==> config.mk <==
export PLATFORM = sky130hd
export DESIGN_NAME = r2sdf_stage
export DESIGN_NICKNAME = d
export VERILOG_FILES = /design/src/rtl/fft_pkg.sv /design/src/rtl/sdf_delay_line.sv /design/src/rtl/r2sdf_stage.sv
export SDC_FILE = /design/constraint.sdc
export NUM_CORES = 1
export LEC_CHECK = 0
export CAP_MARGIN = 15
export CORE_MARGIN = 3
export CORE_UTILIZATION = 38
export DETAILED_ROUTE_END_ITERATION = 8
export PLACE_DENSITY_LB_ADDON = 0.05
export SYNTH_ARGS = -nofsm -noshare
export SYNTH_HDL_FRONTEND = slang
export SYNTH_HIERARCHICAL = 1
export SYNTH_SLANG_ARGS = --single-unit
==> constraint.sdc <==
create_clock -name clk -period 9.1 [get_ports clk]
set_clock_uncertainty 0.05 [all_clocks]
set_input_delay 0.91 -clock clk [delete_from_list [all_inputs] [get_ports clk]]
set_output_delay 0.91 -clock clk [all_outputs]
set_load 0.01 [all_outputs]
==> src/rtl/fft_pkg.sv <==
// fft_pkg: shared FFT types, defaults and the scale/narrow step (R2SDF_SCALE_EN selects halving)
package fft_pkg;
    localparam int DEFAULT_WIDTH = 16;
    localparam int FIXED_POINT   = 15;
    localparam int MAX_W         = 32;

    typedef enum logic {PH_FILL = 1'b0, PH_BFLY = 1'b1} phase_e;

    // x is a sign-extended WIDTH+1 result; callers keep the low WIDTH bits of the return value
    function automatic logic [MAX_W-1:0] narrow(input logic signed [MAX_W:0] x);
`ifdef R2SDF_SCALE_EN
        logic signed [MAX_W:0] r;
        r = (x + 33'sd1) >>> 1;
        return r[MAX_W-1:0];
`else
        return x[MAX_W-1:0];
`endif
    endfunction
endpackage

==> src/rtl/sdf_delay_line.sv <==
// sdf_delay_line: circular delay buffer, reads the oldest entry and overwrites it when enabled
module sdf_delay_line #(
    parameter int DW    = 32,
    parameter int DEPTH = 8,
    parameter int AW    = 3
) (
    input  logic          clk,
    input  logic          rst_n,
    input  logic          en_i,
    input  logic [DW-1:0] wdata_i,
    output logic [DW-1:0] rdata_o
);
    logic [DW-1:0] mem [DEPTH];
    logic [AW-1:0] ptr_q;

    assign rdata_o = mem[ptr_q];

    // storage is never reset: stale entries only ever reach suppressed outputs
    always_ff @(posedge clk) begin
        if (en_i) mem[ptr_q] <= wdata_i;
    end

    // pointer advances once per accepted sample and wraps naturally at DEPTH
    always_ff @(posedge clk or negedge rst_n) begin
        if (!rst_n) ptr_q <= '0;
        else if (en_i) ptr_q <= ptr_q + 1'b1;
    end
endmodule

==> src/rtl/r2sdf_stage.sv <==
// r2sdf_stage: radix-2 single-delay-feedback butterfly stage; R2SDF_SCALE_EN halves butterfly results
module r2sdf_stage
    import fft_pkg::*;
#(
    parameter int WIDTH      = DEFAULT_WIDTH,
    parameter int DELAY      = 8,
    parameter int LOG2_DELAY = 3
) (
    input  logic                  clk,
    input  logic                  rst_n,
    input  logic                  in_valid,
    input  logic [WIDTH-1:0]      in_re,
    input  logic [WIDTH-1:0]      in_im,
    output logic                  out_valid,
    output logic [WIDTH-1:0]      out_re,
    output logic [WIDTH-1:0]      out_im,
    output logic                  out_sop,
    output logic [LOG2_DELAY-1:0] tw_addr
);
    logic [LOG2_DELAY:0]   cnt_q, cnt_d;
    logic                  primed_q, primed_d, valid_q, valid_d, sop_q, sop_d;
    logic [WIDTH-1:0]      re_q, re_d, im_q, im_d;
    logic [LOG2_DELAY-1:0] tw_q, tw_d, j;
    logic [2*WIDTH-1:0]    head, push;
    logic [WIDTH-1:0]      head_re, head_im;
    logic [WIDTH:0]        sum_re, sum_im, dif_re, dif_im;
    logic [MAX_W-1:0]      n_sre, n_sim, n_dre, n_dim;
    logic                  bfly;
    phase_e                phase;
    logic                  unused_hi;

    function automatic logic signed [MAX_W:0] sx(input logic [WIDTH:0] v);
        return {{(MAX_W-WIDTH){v[WIDTH]}}, v};
    endfunction

    sdf_delay_line #(.DW(2*WIDTH), .DEPTH(DELAY), .AW(LOG2_DELAY)) u_dl (
        .clk     (clk),
        .rst_n   (rst_n),
        .en_i    (in_valid),
        .wdata_i (push),
        .rdata_o (head)
    );

    assign phase   = phase_e'(cnt_q[LOG2_DELAY]);
    assign bfly    = (phase == PH_BFLY);
    assign j       = cnt_q[LOG2_DELAY-1:0];
    assign head_re = head[2*WIDTH-1:WIDTH];
    assign head_im = head[WIDTH-1:0];
    assign sum_re  = {head_re[WIDTH-1], head_re} + {in_re[WIDTH-1], in_re};
    assign sum_im  = {head_im[WIDTH-1], head_im} + {in_im[WIDTH-1], in_im};
    assign dif_re  = {head_re[WIDTH-1], head_re} - {in_re[WIDTH-1], in_re};
    assign dif_im  = {head_im[WIDTH-1], head_im} - {in_im[WIDTH-1], in_im};
    assign n_sre   = narrow(sx(sum_re));
    assign n_sim   = narrow(sx(sum_im));
    assign n_dre   = narrow(sx(dif_re));
    assign n_dim   = narrow(sx(dif_im));
    assign unused_hi = ^{n_sre[MAX_W-1:WIDTH], n_sim[MAX_W-1:WIDTH], n_dre[MAX_W-1:WIDTH], n_dim[MAX_W-1:WIDTH]};

    // fill phase forwards the head and stores the input; butterfly phase emits sums and stores differences
    always_comb begin
        push      = bfly ? {n_dre[WIDTH-1:0], n_dim[WIDTH-1:0]} : {in_re, in_im};
        cnt_d     = in_valid ? cnt_q + 1'b1 : cnt_q;
        primed_d  = primed_q | (in_valid & bfly);
        valid_d   = in_valid & (bfly | primed_q);
        sop_d     = in_valid & bfly & ~|j;
        re_d      = !in_valid ? re_q : bfly ? n_sre[WIDTH-1:0] : head_re;
        im_d      = !in_valid ? im_q : bfly ? n_sim[WIDTH-1:0] : head_im;
        tw_d      = !in_valid ? tw_q : bfly ? '0 : j;
    end

    // control and output registers; reset discards any partial block
    always_ff @(posedge clk or negedge rst_n) begin
        if (!rst_n) begin
            cnt_q    <= '0;
            primed_q <= 1'b0;
            valid_q  <= 1'b0;
            sop_q    <= 1'b0;
            re_q     <= '0;
            im_q     <= '0;
            tw_q     <= '0;
        end else begin
            cnt_q    <= cnt_d;
            primed_q <= primed_d;
            valid_q  <= valid_d;
            sop_q    <= sop_d;
            re_q     <= re_d;
            im_q     <= im_d;
            tw_q     <= tw_d;
        end
    end

    assign out_valid = valid_q;
    assign out_sop   = sop_q;
    assign out_re    = re_q;
    assign out_im    = im_q;
    assign tw_addr   = tw_q;
endmodule

Word-level counts from Yosys, hierarchy flattened
Memories as Yosys holds them, arrays and structs flattened.
Cells that the tools add are included.

word-level totals
  register bits = 45
  memory bits (writable) = 256
  input port bits = 35
  output and inout bits = 37
  logic and storage cells = 28
  memories kept = 1

cells by class
  add/subtract/negate cells = 6
  multiplexer cells = 6
  bitwise gates (word level) = 5
  reduce and logical (&&, ||, !) cells = 2

memories
  name      words  bits a word  rd ports  clocked after Yosys merged registers in  wr ports  RTL line              text
  u_dl.mem  8      32           1         0                                        1         sdf_delay_line.sv:13  logic [DW-1:0] mem [DEPTH];

operators with widths
  cell                 number
  $add 16x16->16       2
  $mux 16              2
  $mux 32              1
  $sub 16x16->16       2
  $add 4x1->4 const B  1
  $add 3x1->3 const B  1
  $and 1x1->1          3
  $mux 3               1
  $reduce_or 3->1      1
  $mux 1               2
  $or 1x1->1           2
  $logic_not 1->1      1

Logic depth before layout (Yosys ltp)
Gate-level depths: netlist of the first run.

  word-level depth = 3
  gate-level depth with buffers = 15
  mapped depth without buffers = 13

Hierarchy
Netlist of the first run, hierarchy kept.

modules (own cells, without submodules)
  module          instances  cells each  area an instance (µm²)
  sdf_delay_line  1          392         10004.6
  r2sdf_stage     1          678         5341.4

Worst setup path after synthesis of the first run
No wires, ideal clock.

  kind = flip-flop to flip-flop
  from = reg u_dl.ptr_q[0]
  to = mem u_dl.mem[0][27], data pin
  setup time = 278 ps
  data arrival time = 3412 ps
  required time = 8772 ps
  slack = 5361 ps
  cell stages (with the launch flop) = 14
  path buffers = 2
  cell sequence = dfrtp_1 > buf_6 > buf_6 > mux4_1 > mux2_2 > ha_1 > nor2b_1 > o31ai_1 > a221oi_1 > o21ai_0 > or2b_1 > nand2_1 > a211oi_1 > o31ai_1

on the way
  cells in the longest elaborated chain, start to end = 3

RTL lines
  element                   RTL line              text
  start: declaration        sdf_delay_line.sv:14  logic [AW-1:0] ptr_q;
  start signal: assignment  sdf_delay_line.sv:26  else if (en_i) ptr_q <= ptr_q + 1'b1;
  $mem_v2 8x32              --
  named net head[17]        r2sdf_stage.sv:24     logic [2*WIDTH-1:0] head, push;
  $sub 16x16->16            r2sdf_stage.sv:51     assign dif_re = {head_re[WIDTH-1], head_re} - {in_re[WIDTH-1], in_re};
  $mux 32                   r2sdf_stage.sv:61     push = bfly ? {n_dre[WIDTH-1:0], n_dim[WIDTH-1:0]} : {in_re, in_im};
  named net push[27]        r2sdf_stage.sv:24
  end: declaration          sdf_delay_line.sv:13

The timed path passes the listed nets, and every way through them passes these cells.

Worst setup path after layout of the first run
  from = reg u_dl.ptr_q[0]
  to = mem u_dl.mem[2][27], data pin

The elaborated chain is that of the path after synthesis.

==> results.txt, run 1 <==
- Post-synthesis sequential area ratio: 57.4%
- In this run the post-CTS setup repair buffer count came out at 0.
- Type of origin of the critical path: flip-flop
- For this run, the number of Yosys warnings is 6.
- CP dominant cell by count: sky130_fd_sc_hd__o21ai_0
* Vias after detailed routing: 8929
* CTS Buffer Depth: 3
- Synthesis produced a netlist with a net count of 1172.
* Insertion delay of the later-clocked pin in the worst-skew pair: 0.55 ns
- Required arrival time at the worst endpoint: 9.25 ns
* Root cell of the clock tree: sky130_fd_sc_hd__clkbuf_16
- Once layout is complete, the utilization of the core stands at 45.2%.
- The final layout contains 1241 nets.
- Period utilization: 58.4%
- 72 I/O pins were placed.
* Critical Path Max Stage Delay: 0.95 ns
- Setup repair after global routing left no endpoint under its margin.
* Synthesis-to-finish area growth: 15.6%
- Slowest library cell on the worst path: sky130_fd_sc_hd__dfrtp_4
- Antenna violations before repair: 0
* Drc violations: 0
* Setup tns final: 0 ns
- Largest net degree at the start of global routing: 61
- The library cell used most frequently in the layout, excluding fill and tap cells, is sky130_fd_sc_hd__edfxtp_1.
- Cells traversed along the worst timing path: buf_4 -> mux4_1 -> mux2_2 -> ha_1 -> o21ai_0 -> a221oi_1 -> o21ai_0 -> or2b_1 -> nand2_1 -> a211oi_1 -> o31ai_1
- For this configuration, the core starts out at a cell density of 39.1%.
- The total overflow left after global routing is 0.
- Data on the critical path arrives at its endpoint at 5.47 ns.
* Cts bufs inserted: 36
- For the finished layout, the period the worst path requires is 5.32 ns.
- Setup violations remaining at the end of the flow were counted as 0.
- Resized cells post-CTS: 0
- Floorplan die width: 207 um
- Proportion of layout cells with a drive suffix above 1: 13.7%
- Detail-routed net length per standard cell: 21.7 um
- Static timing analysis puts the maximum clock frequency at 188 MHz.
- Clock input transition at the sequential cells of the worst setup and hold paths: 0.06 ns
- CTS built an H-tree with a depth of 2.
- Dominant synthesized flop cell: sky130_fd_sc_hd__edfxtp_1
- Kind of capture point of the worst setup path: flip-flop
* Final hold violation count: 0
- Worst rel slew slack: 20.2%
- The synthesized design contains 256 enable-type register cells.
- Number of instances in the synthesized netlist: 1070
- CTS tree: yes
* Largest delay contributor family on the critical path: compound AO/OA/AOI/OAI gates
* Count of different cell masters after synthesis: 74
* Synthesized area per cell: 14.3 sq um
- After synthesis, the share of flip-flops with an asynchronous set or reset is 15.0%.
- The critical path is of the flip-flop to flip-flop type.
- Class of the tightest hold or removal check: flip-flop to flip-flop
- Measured slew at the worst slew-check pin: 1.18 ns
* Tot GR Track Use: 17.5%
- The core region is 39300 sq um.
* Max-cap violations: 0
- Cell area after synthesis: 15300 sq um
* Status: finished, final reports clean
- In this run, post-CTS hold repair placed 0 buffers.
* Vias per Instance: 5.30
- Buffers placed on the I/O ports in this run total 71.
* Vias in the first global route: 8888
- For this block, the initial DRC count from the detailed router was 527.
- The max-slew violation total from the final report is 0.
* Placer Congestion: 0.780
- The floorplan has 72 rows.
- Summed over all nets, the half-perimeter wirelength after detailed placement is 24100 um.
* Die span in y: 207 um
* CP max FO: 48
- The floorplan step defined a die boundary enclosing 42800 sq um.
- Global-route wire length before repair: 55800 um
- Residual antenna-violating net count after detailed routing: 0
- 1st-pass router iterations: 4
- Together, buffers and inverters on the worst path number 1.
- Most frequent cells in the layout: 256 x sky130_fd_sc_hd__edfxtp_1, 70 x sky130_fd_sc_hd__inv_1, 69 x sky130_fd_sc_hd__clkdlybuf4s50_1, 63 x sky130_fd_sc_hd__ha_1, 58 x sky130_fd_sc_hd__nor2_1
- Flip-flop and latch count after synthesis: 301
- The clock drives 301 sinks.
* DRT Wirelength: 36600 um
-- cell usage after synthesis (22+ instances only) --
master,n,area share [%]
sky130_fd_sc_hd__xnor2_1,35,2.0
sky130_fd_sc_hd__nand2_1,46,1.1
sky130_fd_sc_hd__o21ai_0,32,1.0
sky130_fd_sc_hd__clkbuf_1,23,0.56
sky130_fd_sc_hd__nor2_1,64,1.6
sky130_fd_sc_hd__dfrtp_1,45,7.3
sky130_fd_sc_hd__ha_1,63,5.1
sky130_fd_sc_hd__a21oi_1,53,1.7
sky130_fd_sc_hd__inv_1,70,1.7
sky130_fd_sc_hd__nand2b_1,22,0.90
sky130_fd_sc_hd__mux4_1,54,9.2
sky130_fd_sc_hd__edfxtp_1,256,50
sky130_fd_sc_hd__mux2_2,52,3.8
-- area by class of cell --
cell class	instances	area, sq um
antenna	1	2.50
clock buffer	46	938
clock inverter	20	204
fill	3596	21500
inverter	72	270
multi-input combinational	639	6010
sequential	301	8820
tap	518	648
timing repair buffer	89	836
-- final timing paths --
kind	slack [ns]	startpoint	to	depth (start not counted)
setup / recovery	3.78	u_dl/ptr_q[0]$_DFFE_PN0P_	u_dl/mem[2][27]$_DFFE_PP_	11
hold / removal	0.42	primed_q$_DFF_PN0_	primed_q$_DFF_PN0_	1
setup reg to reg	3.78	u_dl/ptr_q[0]$_DFFE_PN0P_	u_dl/mem[2][27]$_DFFE_PP_	11
hold reg to reg	0.42	primed_q$_DFF_PN0_	primed_q$_DFF_PN0_	1
max in group asynchronous	8.06	rst_n	cnt_q[3]$_DFFE_PN0P_	2
min in group asynchronous	0.43	rst_n	out_im[4]$_DFFE_PN0P_	2
-- logic make-up after synthesis --
group,after synthesis,synth area share [%]
AO/OA/AOI/OAI,167,7.26
XOR/XNOR,44,2.51
adder cells (fa/ha/maj),67,5.66
buffers and inverters,130,3.78
flip-flops,301,57.4
multiplexers,135,15.8
AND/OR/NAND/NOR,226,7.56
-- flip-flops by register name (all words and copies together), names as in the netlist --
register and flops:
u_dl/mem 256, out_im 16, out_re 16, cnt_q 4, tw_addr 3, u_dl/ptr_q 3
out_sop 1, out_valid 1, primed_q 1
-- per-layer routing --
layer	wire length (um)	global-route usage, %
met1	19200	27.9
met2	15400	24.9
met3	1420	2.57
met4	568	4.36
met5	0	0
-- through the flow --
step / cells / hold slack, ns / area (sq um) / setup slack (ns)
2_1_floorplan: 1070 / 0.386 / 15300 / 5.36
3_3_place_gp: 1619 / 0.407 / 16600 / 3.93
3_5_place_dp: 1619 / 0.409 / 16600 / 3.84
4_1_cts: 1685 / 0.425 / 17700 / 3.82
5_1_grt: 1685 / 0.471 / 17700 / 3.46
6_report: 1686 / 0.422 / 17700 / 3.78
Power of run 1 is left out: the tool's default activity adds up to more than one toggle a clock period on the data nets, which glitch-free logic cannot reach.
==> run 2: changes to the inputs <==
clock period = 4.45 ns   (was 9.1 ns; I/O delays follow)
==> run 2 against run 1 <==
  * Clock-buffer cell count up 6
  * Setup slack lost 3.6 ns
  * Final area is 3.3% higher
  * Non-clock buffer count is 50 higher
  * First-iteration DRC count up 13%
==> results.txt, run 2 (same netlist as run 1, synthesis figures left out) <==
* DP Cell Count: 1663 (+2.7%)
- Core region area: 39300 sq um (unchanged)
- Largest register FFs: 256 (unchanged)
- Max-cap violations: 0 (unchanged)
- Clock sinks: 301 (unchanged)
- The total grt overflow came to 0 (unchanged).
- The chip height is 207 um (unchanged).
- Setup repair after global routing left no endpoint under its margin.
* Period utilization: 95.2% (+37 points)
- Insertion delay of the later-clocked pin in the worst-skew pair: 0.55 ns (about the same)
* Port buffer count: 71 (unchanged)
* Root cell of the clock tree: sky130_fd_sc_hd__clkbuf_16
- The overall global routing resource usage came to 17.6% (+0.12 points).
- Setup tns final: 0 ns (unchanged)
* Antenna violations before repair: 0 (unchanged)
- The worst path required time is 4.81 ns (-4.44 ns).
- The data arrival time of the critical path was 4.60 ns (-0.87 ns).
- The worst setup margin came to 0.212 ns (-3.57 ns).
* Count of boundary I/O pins: 72 (unchanged)
- Kind of capture point of the worst setup path: flip-flop
- 1st-pass router iterations: 4 (unchanged)
* Final hold violation count: 0 (unchanged)
- The chip width was 207 um (unchanged).
- Setup CP Type: flip-flop to flip-flop
- CTS tree: yes
- The worst setup path is launched from a flip-flop.
- The actual transition at the worst max-transition pin came to 1.22 ns (+0.0356 ns).
- Count of placed standard cells in the final layout, fillers left out: 1736 (+3.0%)
- Max frequency: 236 MHz (+25%)
* Commonest non-fill, non-tap cell in the layout: sky130_fd_sc_hd__edfxtp_1
* Pre-CTS worst setup slack: 0.156 ns (-3.68 ns)
- # rows: 72 (unchanged)
- CP max FO: 19 (-60%)
- The worst max-slew margin expressed relative to the limit is 17.8% (-2.4 points).
- Most frequent cells in the layout: 256 x sky130_fd_sc_hd__edfxtp_1, 70 x sky130_fd_sc_hd__inv_1, 69 x sky130_fd_sc_hd__clkdlybuf4s50_1, 63 x sky130_fd_sc_hd__ha_1, 58 x sky130_fd_sc_hd__nor2_1
- Class of the tightest hold or removal check: flip-flop to flip-flop
* Count of H-tree levels built during CTS: 2 (unchanged)
* Vias per Instance: 5.22 (-1.4%)
- The half-perimeter wire length of the detailed placement result is 25100 um (+4.2%).
- The total length of routed wires is 36700 um (+0.38%).
* Endpoints failing setup: 0 (unchanged)
* Clock input transition at the sequential cells of the worst setup and hold paths: 0.06 ns (about the same)
- Detail-routed net length per standard cell: 21.1 um (-2.5%)
- The global-route wire length before repair is 56100 um (+0.51%).
- Cts bufs inserted: 36 (unchanged)
- The max-slew violation total from the final report came to 0 (unchanged).
- Synthesis-to-finish area growth: 19.4%
- CTS Buffer Depth: 3 (unchanged)
* Vias after detailed routing: 9068 (+1.6%)
* Status: finished, final reports clean
- The proportion of layout cells with a drive suffix above 1 is 18.1% (+4.4 points).
- Residual antenna-violating net count after detailed routing: 0 (unchanged)
- The global placer's final weighted congestion was 0.782 (+0.21%).
* Largest net degree at the start of global routing: 60 (-1.6%)
- Net count, final: 1291 (+4.0%)
* Drc violations: 0 (unchanged)
- The count of routing violations after the opening detailed-route iteration was 594 (+13%).
- The area enclosed by the die boundary is 42800 sq um (unchanged).
* Largest register by flop count: u_dl/mem
* Vias in the first global route: 9001 (+1.3%)
- The utilization of the core after routing came to 46.7% (+1.5 points).
- The minimum clock period is 4.24 ns (-1.08 ns).
- Initial cell density of the core: 39.1% (unchanged)
==> run 2: worst max-delay path: stages (launching register included) <==
cell	delay (ns)
sky130_fd_sc_hd__dfrtp_4	0.53
sky130_fd_sc_hd__buf_12	0.21
sky130_fd_sc_hd__buf_12	0.16
sky130_fd_sc_hd__buf_4	0.24
sky130_fd_sc_hd__mux4_1	0.57
sky130_fd_sc_hd__mux2_2	0.32
sky130_fd_sc_hd__ha_1	0.39
sky130_fd_sc_hd__inv_1	0.18
sky130_fd_sc_hd__nand2_1	0.08
sky130_fd_sc_hd__a211oi_2	0.18
sky130_fd_sc_hd__a211oi_2	0.10
sky130_fd_sc_hd__o41ai_2	0.28
sky130_fd_sc_hd__mux2_4	0.34
sky130_fd_sc_hd__o21ai_1	0.12
sky130_fd_sc_hd__or3b_1	0.34
==> run 2: worst paths after layout <==
| kind | startpoint | to | slack [ns] | depth (start not counted) |
|---|---|---|---|---|
| min in group asynchronous | rst_n | out_im[1]$_DFFE_PN0P_ | 0.50 | 3 |
| max in group asynchronous | rst_n | u_dl/ptr_q[0]$_DFFE_PN0P_ | 3.33 | 3 |
| worst min register to register | primed_q$_DFF_PN0_ | primed_q$_DFF_PN0_ | 0.42 | 1 |
| worst max register to register | u_dl/ptr_q[0]$_DFFE_PN0P_ | out_re[15]$_DFFE_PN0P_ | 0.21 | 14 |
| worst min-delay path | primed_q$_DFF_PN0_ | primed_q$_DFF_PN0_ | 0.42 | 1 |
| worst max-delay path | u_dl/ptr_q[0]$_DFFE_PN0P_ | out_re[15]$_DFFE_PN0P_ | 0.21 | 14 |
==> run 2: layout make-up <==
class	instances	area, sq um
Multi-Input combinational cell	639	6020
Fill cell	3495	21000
Sequential cell	301	8820
Inverter	72	270
Timing Repair Buffer	139	1340
Clock inverter	14	186
Antenna cell	1	2.50
Tap cell	518	648
Clock buffer	52	1030
==> run 2: what timing repair did <==
action | in CTS | in global routing
setup buffers | 0 | 4
hold buffers | 1 | 0
resized for setup | 0 | 4
setup endpoints to repair | 0 | 43
endpoints found under the hold margin | 45 | 0
==> run 2: stage by stage <==
stage / cell area (sq um) / hold slack (ns)
4_1_cts: 18300 / 0.424
6_report: 18300 / 0.421
2_1_floorplan: 15300 / 0.0994
5_1_grt: 18300 / 0.461
3_5_place_dp: 17000 / 0.402
3_3_place_gp: 17000 / 0.406
==> run 2: metal layers <==
layer	share of wire (%)	routed length (um)	track usage [%]	up-vias
met2	41	15100	24.5	151
met4	1.6	590	4.02	0
li1	-	-	-	4338
met1	53	19500	28.3	4537
met3	4.3	1590	3.20	42
met5	0	0	0	-
Power of run 2 is left out for the same reason.
==> run 3: changes to the inputs <==
CORE_ASPECT_RATIO = 2   (was unset)
CTS_CLUSTER_DIAMETER = 60   (was unset)
==> run 3 against run 2 <==
  * Sequential cell count stayed put
  * Global-route usage up 0.39 points
  * Setup slack lost 0.033 ns
  * Critical path type unchanged
  * Highest routed layer unchanged
==> results.txt, run 3 (same netlist as run 1, synthesis figures left out) <==
- The final design area excluding fillers came to 18100 sq um (-1.2%).
- The clock insertion delay at the later pin of the skew report is 0.57 ns (+0.02 ns).
- The area growth from synthesis to layout is 18.0%.
- Endpoints failing setup: 0 (unchanged)
- The utilization of the core after routing came to 45.6% (-1.0 points).
- Proportion of layout cells with a drive suffix above 1: 17.7% (-0.34 points)
- The max capacitance violation total is 0 (unchanged).
* Vias in the first global route: 9732 (+8.1%)
* Largest net degree at the start of global routing: 69 (+15%)
- The number of placed instances with taps included is 1668 (+0.30%).
- Count of H-tree levels built during CTS: 1 (-1)
- Area post-placement: 16900 sq um (-0.54%)
* Leak pwr: 0.00666 uW
- Across the VDD grid, the largest voltage drop is 479 uV.
* CTS Buffer Depth: 3 (unchanged)
- The signal on the critical path passes through buf_4 -> mux4_1 -> mux2_2 -> ha_1 -> buf_4 -> nor4_4 -> nand2_1 -> a211oi_2 -> a211oi_2 -> o41ai_2 -> mux2_4 -> o21ai_1 -> or3b_1.
- RSZ-0062 raised after global routing: yes
- By startpoint and endpoint, the worst setup path is classified as flip-flop to flip-flop.
* Critical Path Max Stage Delay: 0.56 ns (about the same)
* Max frequency: 234 MHz (-0.78%)
* Pre-CTS worst setup slack: -0.0182 ns (-0.174 ns)
- Arrival time reported for the critical path endpoint: 4.66 ns (+0.06 ns)
- Vias after detailed routing: 9079 (+0.12%)
* Required arrival time at the worst endpoint: 4.84 ns (+0.03 ns)
* Ratio of total power to cell area: 891 nW/um^2
* 1st-pass router iterations: 4 (unchanged)
- The floorplan row count was 103 (+43%).
* Final hold violation count: 0 (unchanged)
* Slowest library cell on the worst path: sky130_fd_sc_hd__dfrtp_4
* Vias per Instance: 5.26 (+0.70%)
- The antenna diode count was 0 (-1).
- CTS tree: yes
- Leaving out fill and tap cells, the most frequent cell in the layout is sky130_fd_sc_hd__edfxtp_1.
- DRT Wirelength: 39100 um (+6.5%)
- The part of the cycle the worst path needs came to 96.0% (+0.75 points).
- On the critical path the largest part of the delay comes from multiplexers.
- The buffering stage count on the worst path with inverters included was 2 (-2).
* Net count, final: 1279 (-0.93%)
- Initial cell density of the core: 38.7% (-0.41 points)
- Sum of overflow across all layers after global routing: 0 (unchanged)
- The minimum clock period came to 4.27 ns (+0.0334 ns).
* Placer Congestion: 0.797 (+2.0%)
- The chip width is 148 um (-28%).
- The number of CTS-inserted buffers is 30 (-17%).
- Min setup slack post-route: 0.179 ns (-0.0334 ns)
* Final slew viol count: 0 (unchanged)
* Largest register by flop count: u_dl/mem
- The worst max-slew margin expressed relative to the limit is 32.4% (+15 points).
- Port buffer count: 71 (unchanged)
- The number of filler instances in the final layout is 3659 (+4.7%).
- Setup tns final: 0 ns (unchanged)
- The number of nets with antenna violations after detailed routing is 0 (unchanged).
* First-iteration detailed-routing DRC count: 444 (-25%)
- Core region area: 39700 sq um (+1.1%)
- The number of flip-flops under the largest register name came to 256 (unchanged).
- Status: finished, final reports clean
- STA classifies the critical path startpoint as a flip-flop.
- Final HPWL DP: 26400 um (+5.2%)
- The register clock-pin slew on the reported worst setup and hold paths is 0.07 ns (about the same).
- The area enclosed by the die boundary came to 43000 sq um (+0.34%).
- In the layout the commonest cells are 256 x sky130_fd_sc_hd__edfxtp_1, 70 x sky130_fd_sc_hd__inv_1, 69 x sky130_fd_sc_hd__clkdlybuf4s50_1, 63 x sky130_fd_sc_hd__ha_1, 58 x sky130_fd_sc_hd__nor2_1.
* Global-route wire length before repair: 58500 um (+4.3%)
- CP max FO: 11 (-8)
- Clock sinks: 301 (unchanged)
- Root cell of the clock tree: sky130_fd_sc_hd__clkbuf_16
- Drc violations: 0 (unchanged)
- The overall global routing resource usage is 18.0% (+0.39 points).
* Class of the tightest hold or removal check: flip-flop to flip-flop
- The chip height was 290 um (+40%).
- Kind of capture point of the worst setup path: flip-flop
- The initial antenna violation count is 0 (unchanged).
- The actual transition at the worst max-transition pin was 1.00 ns (-0.216 ns).
- Detail-routed net length per standard cell: 22.7 um (+7.1%)
* Count of boundary I/O pins: 72 (unchanged)
* Count of placed standard cells in the final layout, fillers left out: 1726 (-0.58%)
==> run 3: cell types whose count changed in the layout (fill, tap and decap cells not counted), sizes merged <==
cell / previous run / this run
buf: 68 / 63
clkinv: 6 / 11
diode: 1 / 0
clkinvlp: 2 / 0
bufinv: 3 / 4
clkbuf: 53 / 38
==> run 3: what timing repair did <==
item | 4_1_cts | 5_1_grt
endpoints found under the setup margin | 24 | 79
hold endpoints to repair | 39 | 0
setup buffers | 0 | 1
pin swaps | 0 | 0
resized for setup | 4 | 8
hold buffers | 1 | 0
==> run 3: final timing paths <==
| check | startpoint | end | slack [ns] | depth (start not counted) |
|---|---|---|---|---|
| worst max-delay path | u_dl/ptr_q[0]$_DFFE_PN0P_ | out_re[15]$_DFFE_PN0P_ | 0.18 | 13 |
| worst min-delay path | primed_q$_DFF_PN0_ | out_valid$_DFF_PN0_ | 0.43 | 1 |
| worst max register to register | u_dl/ptr_q[0]$_DFFE_PN0P_ | out_re[15]$_DFFE_PN0P_ | 0.18 | 13 |
| worst min register to register | primed_q$_DFF_PN0_ | out_valid$_DFF_PN0_ | 0.43 | 1 |
| max in group asynchronous | rst_n | u_dl/ptr_q[0]$_DFFE_PN0P_ | 3.30 | 3 |
| min in group asynchronous | rst_n | out_re[14]$_DFFE_PN0P_ | 0.51 | 3 |
==> run 3: worst reg2reg max path: cells and delay by family, from the launching register on <==
family                   cells  cell delay [ns]
flip-flops                   1             0.56
AND/OR/NAND/NOR              3             0.64
AO/OA/AOI/OAI                4             0.82
multiplexers                 3             1.22
buffers and inverters        2             0.43
adder cells (fa/ha/maj)      1             0.40
==> run 3: report_power, final <==
| group | switching [uW] | internal [uW] | leakage (uW) |
|---|---|---|---|
| Sequential | 385 | 4570 | 0.00285 |
| Combinational | 4730 | 3710 | 0.00328 |
| Clock | 1130 | 1590 | 0.000530 |
| Total | 6250 | 9880 | 0.00666 |
==> run 3: stage by stage <==
stage	power (uW)	hold WS [ns]
3_5_place_dp	13500	0.413
4_1_cts	16300	0.429
5_1_grt	17300	0.454
6_report	16100	0.427
2_1_floorplan	10600	0.0994
3_3_place_gp	13400	0.400
==> run 3: layout make-up <==
class / count / area (sq um) / share of cell area, %
well taps: 525 / 657 / 3.63
flip-flops and latches: 301 / 8830 / 48.8
clock buffers: 38 / 842 / 4.65
multi-input cells: 639 / 6060 / 33.5
clock inverters: 18 / 229 / 1.26
repair buffers: 133 / 1220 / 6.74
inverters: 72 / 270 / 1.49
==> run 3: routing by layer <==
layer  wire, um  track usage (%)  up-vias
met5          0                0        -
met4       1200             5.77        0
met3        963             1.90       55
met2      22000             35.0      140
met1      14900             20.1     4581
li1           -                -     4303
No activity file was read; power rests on OpenSTA's default activity.
